$ cat src/rtl/fetch_unit.sv
// Instruction fetch unit: issues in-order fetch requests, keeps a small
// instruction queue of reserved/filled slots, and hands the oldest filled
// slot to decode. A redirect flushes the queue and counts the requests still
// in flight so their late responses can be discarded.
module fetch_unit #(
    parameter int          DEPTH    = 2,
    parameter logic [31:0] RESET_PC = 32'h0
) (
    input  logic        clk,
    input  logic        reset,
    input  logic [31:0] pc_cur,
    output logic [31:0] pc_next,
    input  logic        redirect,
    input  logic [31:0] redirect_target,
    output logic        imem_req_valid,
    input  logic        imem_req_ready,
    output logic [31:0] imem_req_addr,
    input  logic        imem_rsp_valid,
    input  logic [31:0] imem_rsp_data,
    input  logic        stall,
    output logic        if_valid,
    output logic [31:0] if_pc,
    output logic [31:0] if_instr
);

    localparam int            PW       = $clog2(DEPTH);
    localparam int            CW       = PW + 1;
    localparam logic [PW-1:0] PTR_ONE  = PW'(1);
    localparam logic [CW-1:0] CNT_ONE  = CW'(1);
    localparam logic [CW:0]   DEPTH_C  = (CW+1)'(DEPTH);

    // Slot storage: headPtr is the oldest slot, fillPtr the oldest pending
    // slot and tailPtr the next free slot. Pending slots always sit between
    // the filled ones and the tail because responses come back in order.
    logic [31:0]    slotPc_q    [DEPTH];
    logic [31:0]    slotPc_d    [DEPTH];
    logic [31:0]    slotInstr_q [DEPTH];
    logic [31:0]    slotInstr_d [DEPTH];
    logic [DEPTH-1:0] slotFilled_q, slotFilled_d;
    logic [PW-1:0]  headPtr_q, headPtr_d;
    logic [PW-1:0]  tailPtr_q, tailPtr_d;
    logic [PW-1:0]  fillPtr_q, fillPtr_d;
    logic [CW-1:0]  count_q, count_d;
    logic [CW-1:0]  pend_q, pend_d;
    logic [CW-1:0]  drop_q, drop_d;

    logic           accept;
    logic           pop;
    logic           rspFill;
    logic [CW-1:0]  outstanding;

    assign imem_req_addr  = {pc_cur[31:2], 2'b00};
    assign imem_req_valid = reset && !redirect &&
                            (({1'b0, count_q} + {1'b0, drop_q}) < DEPTH_C);
    assign accept         = imem_req_valid && imem_req_ready;
    assign if_valid       = (count_q != '0) && slotFilled_q[headPtr_q];
    assign if_pc          = if_valid ? slotPc_q[headPtr_q] : '0;
    assign if_instr       = if_valid ? slotInstr_q[headPtr_q] : '0;
    assign pop            = if_valid && !stall;
    assign rspFill        = imem_rsp_valid && (drop_q == '0) && (pend_q != '0);
    assign outstanding    = drop_q + pend_q;

    // Select the value loaded into the external PC register.
    always_comb begin
        pc_next = pc_cur;
        if (!reset) begin
            pc_next = RESET_PC;
        end else if (redirect) begin
            pc_next = redirect_target;
        end else if (accept) begin
            pc_next = pc_cur + 32'd4;
        end
    end

    // Next-state for the queue: flush on redirect, otherwise apply
    // response fill, head pop and tail reserve independently.
    always_comb begin
        slotPc_d     = slotPc_q;
        slotInstr_d  = slotInstr_q;
        slotFilled_d = slotFilled_q;
        headPtr_d    = headPtr_q;
        tailPtr_d    = tailPtr_q;
        fillPtr_d    = fillPtr_q;
        count_d      = count_q;
        pend_d       = pend_q;
        drop_d       = drop_q;
        if (redirect) begin
            headPtr_d    = '0;
            tailPtr_d    = '0;
            fillPtr_d    = '0;
            count_d      = '0;
            pend_d       = '0;
            slotFilled_d = '0;
            drop_d       = (imem_rsp_valid && outstanding != '0) ?
                           outstanding - CNT_ONE : outstanding;
        end else begin
            if (imem_rsp_valid && drop_q != '0) begin
                drop_d = drop_q - CNT_ONE;
            end
            if (rspFill) begin
                slotInstr_d[fillPtr_q]  = imem_rsp_data;
                slotFilled_d[fillPtr_q] = 1'b1;
                fillPtr_d               = fillPtr_q + PTR_ONE;
                pend_d                  = pend_d - CNT_ONE;
            end
            if (pop) begin
                slotFilled_d[headPtr_q] = 1'b0;
                headPtr_d               = headPtr_q + PTR_ONE;
                count_d                 = count_d - CNT_ONE;
            end
            if (accept) begin
                slotPc_d[tailPtr_q]     = pc_cur;
                slotInstr_d[tailPtr_q]  = '0;
                slotFilled_d[tailPtr_q] = 1'b0;
                tailPtr_d               = tailPtr_q + PTR_ONE;
                count_d                 = count_d + CNT_ONE;
                pend_d                  = pend_d + CNT_ONE;
            end
        end
    end

    // Queue state register with synchronous active-low reset.
    always_ff @(posedge clk) begin
        if (!reset) begin
            headPtr_q    <= '0;
            tailPtr_q    <= '0;
            fillPtr_q    <= '0;
            count_q      <= '0;
            pend_q       <= '0;
            drop_q       <= '0;
            slotFilled_q <= '0;
            for (int i = 0; i < DEPTH; i++) begin
                slotPc_q[i]    <= '0;
                slotInstr_q[i] <= '0;
            end
        end else begin
            headPtr_q    <= headPtr_d;
            tailPtr_q    <= tailPtr_d;
            fillPtr_q    <= fillPtr_d;
            count_q      <= count_d;
            pend_q       <= pend_d;
            drop_q       <= drop_d;
            slotFilled_q <= slotFilled_d;
            slotPc_q     <= slotPc_d;
            slotInstr_q  <= slotInstr_d;
        end
    end

endmodule
$ cat config.mk
export PLATFORM = sky130hd
export DESIGN_NAME = fetch_unit
export DESIGN_NICKNAME = d
export VERILOG_FILES = /design/src/rtl/fetch_unit.sv
export SDC_FILE = /design/constraint.sdc
export NUM_CORES = 1
export LEC_CHECK = 0
export BUFFER_PORTS_ARGS = -buffer_cell sky130_fd_sc_hd__buf_2
export CORE_ASPECT_RATIO = 0.7
export CORE_MARGIN = 4
export CORE_UTILIZATION = 56
export DETAILED_ROUTE_END_ITERATION = 7
export PLACE_DENSITY = 0.92
export SLEW_MARGIN = 25
export SYNTH_ARGS = -nofsm -noshare
export SYNTH_HDL_FRONTEND = slang
export SYNTH_SLANG_ARGS = --single-unit
export TNS_END_PERCENT = 50
$ cat constraint.sdc
create_clock -name clk -period 7.68 [get_ports clk]
set_clock_uncertainty 0.15 [all_clocks]
set_input_delay 1.92 -clock clk [delete_from_list [all_inputs] [get_ports clk]]
set_output_delay 1.92 -clock clk [all_outputs]
set_load 0.01 [all_outputs]
==> results by group, run 1 <==
Worst setup path
  – Arrival @ worst endpoint: around 4400 ps
  – Reg2Reg Depth: 7
  – Worst EP required: between 5000 and 6000 ps
  – Setup crit start: reset
  – Critical path's slowest cell: nand2b_1
  – Bufs and invs on worst path: 2
  – Crit-path cells: buf_2 -> nand2b_1 -> or3_4 -> or4_1 -> a31oi_1 -> buf_2
  – CP peak stage delay: a little under 600 ps
  – Reg-to-reg endpoint: slotInstr_q[49]
  – CP most frequent cell: buf_2
  – CP delay by family, top: simple AND/OR/NAND/NOR gates
  – Worst path depth: 6
  – R2r setup slk: between 4000 and 5000 ps
  – Reg2reg start: count_q[0]
  – Critical path fanouts, max: 35
  – Critical Path Sink: pc_next[10]
  – Crit path launch type: input pin
  – Crit end category: output pin
  – WS Path Type: input pin to output pin

Clocking
  – H-tree depth: 4
  – Clk_lat worst skew: 410 ps
  – Post-cts sizing count: 0
  – Clk root buf: clkbuf_16
  – Post-CTS setup buffer count: 0
  – Cts bufs inserted: 17
  – Clk slew on worst S/H paths: roughly 70 ps
  – CTS tree: built
  – CTS Sinks: around 140
  – Cts hold-fix bufs: 0
  – Clock buffer depth: 2

Logic synthesis
  – Synth Register Bits: 139
  – Top cells by area, synth: dfxtp_1 36%, nand2_1 11%, mux2i_1 8.9%
  – Top_reg_cell synth: dfxtp_1
  – Post-synth EDFFs: 0
  – Post-synthesis instance area: between 7000 and 8000 sq um
  – Distinct cells, synth: 69
  – Synth top area share: 0.3629
  – Top cell type by total area after synthesis: dfxtp_1
  – Synth warn: 0
  – Post-synth ARST share: 0
  – Sequential element share of the synthesized area: 0.3629
  – Synth Instances: 976
  – Synth Area per Inst: 7.856 sq um

Placed design
  – Port-buffer cells: 229
  – GPL Wtd Cong: between 0.9 and 1
  – HPWL after DPL: about 16 mm
  – Placed cell count: 1293
  – Pre-CTS setup slack: between 1000 and 1500 ps

Flow run
  – Max-cap violations: 0

Layout
  – Final cell count without fillers: between 1000 and 1500
  – Layout cell share with drive strength beyond 1: 0.2632
  – Area Growth Syn to Fin: 18.54%
  – Fin nets: ~1200
  – Ant diodes: 0

Die
  – # IOs: between 200 and 250
  – Core Rows: 35
  – Die ar.: 15660 sq um
  – Core Footprint: approximately 13000 sq um
  – Initial core utilization: 0.5778
  – Die height: roughly 110 um
  – Die Wd: ~150 um

Routing
  – Post-DRT Antenna Nets: 0
  – Final wirelength: roughly 22 mm
  – Drc violations: 0
  – Routed vias/inst: slightly below 6
  – Vias: around 7700
  – Pre-antenna DRT Iters: 6
  – DR WL/cell: 16.89 um
  – Initial drt markers: a little over 700

STA
  – Minimum clock period: roughly 6400 ps
  – Relative slew margins: 0.3673
  – Tcrit/Tclk final: 0.8362
  – Least-Margin Pin Slew: ~950 ps
  – Fin. Hold Viols: 0
  – TNS Setup: 0 ps
  – Highest clock rate: 155.7 MHz
  – Unrepaired setup endpoints after global routing: no
  – Worst setup margin: roughly 1300 ps
  – Finish-stage setup viols: 0
  – Slew Viols, Final: 0

Status
  – Status: finished clean

Global route
  – Overflow after GRT: 0
  – Vias in the first global route: around 7100
  – Largest net degree at the start of global routing: 55
  – Initial antenna violation count: 0
  – First-pass GRT wire length: about 36 mm
  – Total GRT Usage: 0.2783

Power and ir drop
  – VDD IR-drop max: approximately 0.15 mV
  – Power Density: ~190 nW/um^2
  – Cell leakage power: approximately 3.4 nW

Hold path
  – Worst Hold Class: flop to flop
-- state kept, by name, summed over array words and instances (netlist names) --
register and flops:
fillPtr_q 1, tailPtr_q 1, slotFilled_q 2, headPtr_q 1, drop_q 2, pend_q 2
count_q 2, slotPc_q 64, slotInstr_q 64
-- per-layer routing --
layer | GRT usage | wire (um) | vias to the layer above
met5 | 0 | 0 | -
met4 | 0.05999 | 143 | 0
met3 | 0.06178 | 2084 | 10
met2 | 0.4589 | 10470 | 375
met1 | 0.3774 | 9676 | 3660
li1 | - | - | 3648
-- synth_stat cells (all sizes together) (10+ instances only) --
| library cell | number |
|---|---|
| mux2i | 68 |
| nor3 | 15 |
| nor2 | 88 |
| nand3 | 13 |
| a21oi | 107 |
| a22o | 32 |
| inv | 13 |
| dfxtp | 139 |
| clkbuf | 56 |
| o21ai | 23 |
| nand4 | 11 |
| nor4 | 10 |
| nand2 | 217 |
| xnor2 | 12 |
| buf | 55 |
-- area by class of cell --
class	count	area (sq um)
clock buffer	17	425.4
clock inverter	15	145.1
fill	1101	4180
inverter	13	48.80
tap	185	231.5
multi-input combinational	714	4208
sequential	139	2786
timing repair buffer	242	1244
-- worst min-delay path by stage --
stage | slack, ps | depth (start not counted) | startpoint | end
final | 300 | 2 | slotPc_q[29] | slotPc_q[29]
after global routing | 320 | 2 | slotPc_q[41] | slotPc_q[41]
after detailed placement | 300 | 2 | slotPc_q[23] | slotPc_q[23]
after CTS | 300 | 2 | slotInstr_q[53] | slotInstr_q[53]
after global placement | 290 | 2 | slotPc_q[19] | slotPc_q[19]
after floorplan | 290 | 2 | slotInstr_q[32] | slotInstr_q[32]
-- tightest hold or removal path, delay by kind of cell (launching register included) --
family / cells / cell delay, ps
flops: 1 / 310
simple gates: 1 / 50
compound gates: 1 / 50
-- where the power goes --
part           total (mW)  internal (mW)  leakage (nW)  switching, mW
clock               0.785          0.430         0.272          0.354
sequential          0.736          0.730          1.12        0.00612
combinational       0.196         0.0742          2.03          0.122
-- cell families (layout without fill, tap and decap cells) --
| logic type | count (synthesis) | in the layout | share of synthesized area |
|---|---|---|---|
| other | 1 | 2 | 0.0004891 |
| DFF | 139 | 139 | 0.3629 |
| and+or+nand+nor | 413 | 413 | 0.2495 |
| adders and majority gates | 7 | 7 | 0.01240 |
| xor gates and xnor gates | 14 | 14 | 0.01958 |
| buffers and inverters | 124 | 287 | 0.09253 |
| muxes | 69 | 69 | 0.09024 |
| AOI/OAI and AO/OA | 209 | 209 | 0.1723 |
-- cell usage in the layout (no fill, tap or decap), types with 7 or more instances in the layout --
cell type / n
nand2_1: 215
inv_1: 12
nor2_1: 88
a22o_1: 32
a311oi_1: 7
buf_4: 13
o21ai_0: 23
dfxtp_1: 138
nand4_1: 10
mux2i_1: 68
nor3_1: 13
nor4_1: 9
nand3_1: 13
or4_1: 7
a21oi_1: 106
clkbuf_16: 17
buf_2: 229
xnor2_1: 12
-- metrics by stage --
stage | utilization | instance area (sq um) | hold slack [ps] | power (mW)
4_1_cts | 0.6850 | 9089 | 304.4 | 1.724
6_report | 0.6850 | 9089 | 303.2 | 1.717
3_3_place_gp | 0.6418 | 8516 | 290.6 | 0.9400
2_1_floorplan | - | 7671 | 285.7 | 0.8752
5_1_grt | 0.6850 | 9089 | 315.5 | 1.779
3_5_place_dp | 0.6420 | 8518 | 296.1 | 0.9447
(Power assumes the default switching activity.)
==> run 2, diff against run 1 <==
Settings changed: CORE_UTILIZATION 56 to 52, PLACE_DENSITY 0.92 to 0.87.
Clock period 7.68 ns to 6.14 ns, I/O delays scaled along.
==> run 2 against run 1 <==
  * Wire length about the same
  * Sequential share of layout area shrank 0.35 points
  * Core utilization fell by 3.7 points
  * Via count is 0.49% higher
  * Combinational power up 27%
  * Global-route usage shrank 1.9 points
  * Design area grew 1.1%
  * Critical endpoint is now pc_next[27]
==> results by group, run 2 (synthesized netlist as in run 1, its figures left out) <==
Layout
  – Area Growth Syn to Fin: 19.89%
  – Fin nets: ~1200
  – Most frequent cells in the layout: 229 x buf_2, 216 x nand2_1, 138 x dfxtp_1
  – Post-layout util: 0.6479
  – Commonest non-fill, non-tap cell in the layout: buf_2
  – Layout cell share with drive strength beyond 1: 0.2653
  – Biggest regs: slotInstr_q x64, slotPc_q x64

Routing
  – Routed vias/inst: between 5 and 6
  – Met1 wire length: 9.564 mm
  – Initial drt markers: roughly 720
  – Top Metal Used: met5
  – WL met3: 1.932 mm
  – DR WL/cell: between 15 and 20 um
  – Drc violations: 0
  – Metal2 WL: 10.62 mm
  – Vias: about 7700
  – Post-DRT Antenna Nets: 0
  – Final wirelength: 22.39 mm
  – Pre-antenna DRT Iters: 7

Placed design
  – GPL Wtd Cong: 0.9056
  – Port-buffer cells: roughly 230
  – HPWL after DPL: 15.28 mm

Power and ir drop
  – Power Density: 244.8 nW/um^2
  – Total design power: about 2.3 mW
  – VDD IR-drop max: around 0.19 mV
  – Cell leakage power: 3.486 nW

Global route
  – Vias in the first global route: 7117
  – Total GRT Usage: 0.2597
  – First-pass GRT wire length: 35.89 mm
  – Largest net degree at the start of global routing: between 50 and 60
  – Initial antenna violation count: 2
  – Overflow after GRT: 0

Clocking
  – Post-CTS setup buffer count: 0
  – Clk_lat worst skew: roughly 410 ps
  – Cts hold-fix bufs: 0
  – Clock buffer depth: 2
  – Clk root buf: clkbuf_16
  – H-tree depth: 4
  – Post-cts sizing count: 0
  – CTS tree: built
  – CTS Sinks: 139
  – Clk slew on worst S/H paths: around 60 ps
  – Cts bufs inserted: 17

STA
  – Relative slew margins: 0.3903
  – Unrepaired setup endpoints after global routing: no
  – TNS Setup: 0 ps
  – Fin. Hold Viols: 0
  – Highest clock rate: ~190 MHz
  – Finish-stage setup viols: 0
  – Slew Viols, Final: 0
  – Tcrit/Tclk final: 0.8497
  – Least-Margin Pin Slew: between 900 and 1000 ps
  – Minimum clock period: ~5200 ps

Worst setup path
  – Critical path's slowest cell: or3_1
  – CP peak stage delay: ~670 ps
  – Reg2reg start: drop_q[0]
  – Critical Path Sink: pc_next[27]
  – WS Path Type: input pin to output pin
  – CP most frequent cell: buf_2
  – Setup crit start: pc_cur[6]
  – Arrival @ worst endpoint: 3530 ps
  – Reg-to-reg endpoint: slotPc_q[63]
  – Crit end category: output pin
  – Crit path launch type: input pin
  – Crit-path cells: buf_2 -> nand4_4 -> or3_1 -> or4_1 -> o2111a_1 -> buf_2
  – Reg2Reg Depth: 8
  – Worst EP required: 4450 ps
  – R2r setup slk: 2890 ps
  – Critical path fanouts, max: 17

Die
  – Core Rows: 36
  – Initial core utilization: 0.5404
  – # IOs: between 200 and 250
  – Die ar.: 16780 sq um
  – Die height: 109.6 um
  – Die Wd: 153.1 um
  – Core Footprint: 14190 sq um

Hold path
  – Worst Hold Class: flop to flop

Flow run
  – Max-cap violations: 0

Status
  – Status: finished clean
-- run 2: cell count changes in the layout (fill, tap and decap cells not counted), sizes merged, moves of 2 or more --
| cell | change |
|---|---|
| inv | -3 |
| buf | +6 |
| clkbuf | +2 |
| clkinvlp | -3 |
| bufinv | +3 |
-- run 2: final cells by class --
cell class / instances / area (sq um)
Fill cell: 1225 / 4996
Multi-Input combinational cell: 714 / 4205
Sequential cell: 139 / 2786
Timing Repair Buffer: 248 / 1289
Clock buffer: 19 / 442.9
Tap cell: 190 / 237.7
Clock inverter: 13 / 180.2
Inverter: 13 / 48.80
Antenna cell: 1 / 2.502
-- run 2: worst max-delay path, delay by kind of cell --
kind | cells | cell delay (ps)
AOI/OAI and AO/OA | 1 | 280
buffers and inverters | 2 | 330
and+or+nand+nor | 3 | 1380
-- run 2: power by group --
group | total [mW] | leakage (nW) | switching, mW | internal [mW]
Combinational | 0.249 | 2.06 | 0.154 | 0.0953
Sequential | 0.922 | 1.12 | 0.00806 | 0.914
Clock | 1.08 | 0.305 | 0.417 | 0.663
Total | 2.25 | 3.49 | 0.579 | 1.67
-- run 2: worst min-delay path by stage --
stage / startpoint / to / slack [ps] / depth (start not counted)
2_1_floorplan: slotInstr_q[32] / slotInstr_q[32] / 290 / 2
3_3_place_gp: slotPc_q[4] / slotPc_q[4] / 290 / 2
3_5_place_dp: slotInstr_q[40] / slotInstr_q[40] / 300 / 2
4_1_cts: slotPc_q[31] / slotPc_q[31] / 300 / 2
5_1_grt: slotPc_q[56] / slotPc_q[56] / 320 / 2
6_report: slotPc_q[28] / slotPc_q[28] / 300 / 2
-- run 2: per-stage QoR --
stage	hold slack, ps	setup slack, ps	std cells	instance area [sq um]
after floorplan	285.7	1369	977	7671
after detailed placement	296.3	952.4	1304	8567
after global routing	315.4	827.8	1337	9193
after CTS	304.7	953.3	1336	9190
final	301.1	922.8	1337	9193
after global placement	291.0	970.5	1304	8567
-- run 2: per-layer routing --
metal / track usage / vias up
met5: 0 / -
li1: - / 3674
met4: 0.06993 / 2
met1: 0.3460 / 3654
met3: 0.04957 / 28
met2: 0.4372 / 373
==> run 3, diff against run 2 <==
Clock period 6.14 ns to 5.1 ns, I/O delays scaled along.
==> run 3 against run 2 <==
  * Final cell count increased by 0.15%
  * First-iteration DRC count fell by 6.7%
  * Non-clock buffer count increased by 3
  * Sequential power up 20%
  * Design area up 0.41%
  * Sequential share of layout area down 0.12 points
  * Global-route usage about the same
  * Critical path depth is 3 higher
==> results by group, run 3 (synthesized netlist as in run 1, its figures left out) <==
Global route
  – Overflow after GRT: 0
  – M2 GR Usage: 0.4165
  – Largest net degree at the start of global routing: 52
  – Total GRT Usage: 0.2596
  – GR peak layer: met2
  – Vias in the first global route: 7094
  – Met1 Use GR: 0.3534
  – Met3 usage: 0.05901
  – Initial antenna violation count: 0
  – First-pass GRT wire length: about 36 mm

STA
  – Highest clock rate: between 200 and 250 MHz
  – Worst setup margin: between 300 and 400 ps
  – Fin. Hold Viols: 0
  – Minimum clock period: ~4800 ps
  – Least-Margin Pin Slew: 897.0 ps
  – Slew Viols, Final: 0
  – Finish-stage setup viols: 0
  – Unrepaired setup endpoints after global routing: no
  – Relative slew margins: 0.4020
  – TNS Setup: 0 ps
  – Tcrit/Tclk final: 0.9321

Worst setup path
  – Reg-to-reg endpoint: slotInstr_q[22]
  – Crit-path cells: inv_1 -> nor2_1 -> fa_1 -> nand4bb_4 -> or3_1 -> buf_4 -> or3_2 -> a31oi_1 -> buf_2
  – WS Path Type: flop to output pin
  – Reg2Reg Depth: 9
  – R2r setup slk: 2000 ps
  – Critical path fanouts, max: 10
  – Critical path's slowest cell: or3_1
  – Reg2reg start: count_q[0]
  – Worst EP required: 3670 ps
  – Crit path launch type: flop
  – Critical Path Sink: pc_next[15]
  – Setup crit start: count_q[0]
  – Arrival @ worst endpoint: between 3000 and 4000 ps
  – CP peak stage delay: between 500 and 600 ps
  – Crit end category: output pin

Routing
  – Drc violations: 0
  – Post-DRT Antenna Nets: 0
  – DR WL/cell: between 15 and 20 um
  – Final wirelength: 22.30 mm
  – Pre-antenna DRT Iters: 5
  – Initial drt markers: around 670
  – Vias: about 7700
  – Routed vias/inst: 5.760

Power and ir drop
  – Power Density: roughly 290 nW/um^2
  – VDD IR-drop max: between 0.2 and 0.25 mV
  – Clk pwr share: 0.479
  – NetSw: slightly below 700 uW
  – Switch share: 0.2502
  – Sequential share of power: 0.409
  – Internal Pwr Total: just over 2 mW
  – Gate power share: 0.111
  – Total design power: about 2.7 mW
  – Cell leakage power: roughly 3.5 nW

Placed design
  – Port-buffer cells: between 200 and 250
  – HPWL after DPL: 15.64 mm
  – Pre-CTS setup slack: 451.7 ps
  – GPL Wtd Cong: between 0.9 and 1

Clocking
  – Clk_lat worst skew: around 410 ps
  – CTS tree: built
  – Cts hold-fix bufs: 0
  – Post-CTS setup buffer count: 0
  – CTS Sinks: around 140
  – Post-cts sizing count: 0
  – Clk slew on worst S/H paths: 60 ps
  – Clk root buf: clkbuf_16
  – Clock buffer depth: 2
  – H-tree depth: 4
  – Cts bufs inserted: 17

Die
  – Core Rows: 36
  – Die Wd: 153.1 um
  – Die height: 109.6 um
  – # IOs: about 230
  – Initial core utilization: 0.5404
  – Core Footprint: between 10000 and 15000 sq um
  – Die ar.: around 17000 sq um

Layout
  – Commonest non-fill, non-tap cell in the layout: buf_2
  – Post-layout util: 0.6505
  – Layout cell share with drive strength beyond 1: 0.2672
  – Biggest regs: slotInstr_q x64, slotPc_q x64
  – Fin nets: ~1200
  – Ant diodes: 0
  – Most frequent cells in the layout: 229 x buf_2, 216 x nand2_1, 138 x dfxtp_1
  – Number of fill cells in the layout: around 1200
  – Area Growth Syn to Fin: 20.38%

Flow run
  – Max-cap violations: 0

Hold path
  – Cells on Worst Hold Path: 2
  – Worst Hold Class: flop to flop
  – Beginning of the worst hold path: slotPc_q[21]

Status
  – Status: finished clean
[run 3: changes by cell type in the layout (fill, tap and decap cells not counted)]
cell        before  now
inv_6            5    2
buf_12           0    1
clkbuf_16       17   18
buf_4           19   21
diode_2          1    0
inv_8            1    0
clkinv_2         0    2
clkinvlp_4       0    1
[run 3: how the worst min path moves through the flow]
stage,end,slack [ps]
final,slotPc_q[21],300
after global routing,slotPc_q[40],320
after CTS,slotPc_q[36],300
after detailed placement,slotPc_q[36],300
after global placement,slotInstr_q[60],290
after floorplan,slotInstr_q[32],290
[run 3: power groups by stage]
stage	Sequential, mW	Combinational (mW)	Clock, mW
final	1.11	0.301	1.30
after global routing	1.11	0.327	1.37
after CTS	1.11	0.297	1.32
after detailed placement	1.13	0.294	0
after global placement	1.13	0.290	0
after floorplan	1.13	0.187	0
[run 3: through the flow]
stage | hold WS [ps] | instances | instance area (sq um)
after floorplan | 285.7 | 977 | 7671
after global placement | 290.9 | 1307 | 8602
after detailed placement | 296.0 | 1307 | 8602
after CTS | 304.0 | 1339 | 9230
after global routing | 321.4 | 1339 | 9230
final | 303.4 | 1339 | 9230
[run 3: worst max-delay path: cells and delay by family, from the launching register on]
kind | cells | cell delay [ps]
AND/OR/NAND/NOR | 4 | 1400
buffers and inverters | 3 | 490
AO/OA/AOI/OAI | 1 | 160
adder cells (fa/ha/maj) | 1 | 480
flip-flops | 1 | 370
[run 3: area by class of cell]
cell class,instances,area (sq um),area share
clock buffers,20,467.9,0.05070
clock inverters,12,160.2,0.01735
inverters,13,48.80,0.005287
multi-input cells,714,4205,0.4556
flip-flops and latches,139,2786,0.3019
well taps,190,237.7,0.02576
repair buffers,251,1324,0.1434
[run 3: routing by layer]
layer,vias up,routed length [um]
met1,3623,9983
li1,3672,-
met2,388,10030
met5,-,0
met3,29,1999
met4,0,285
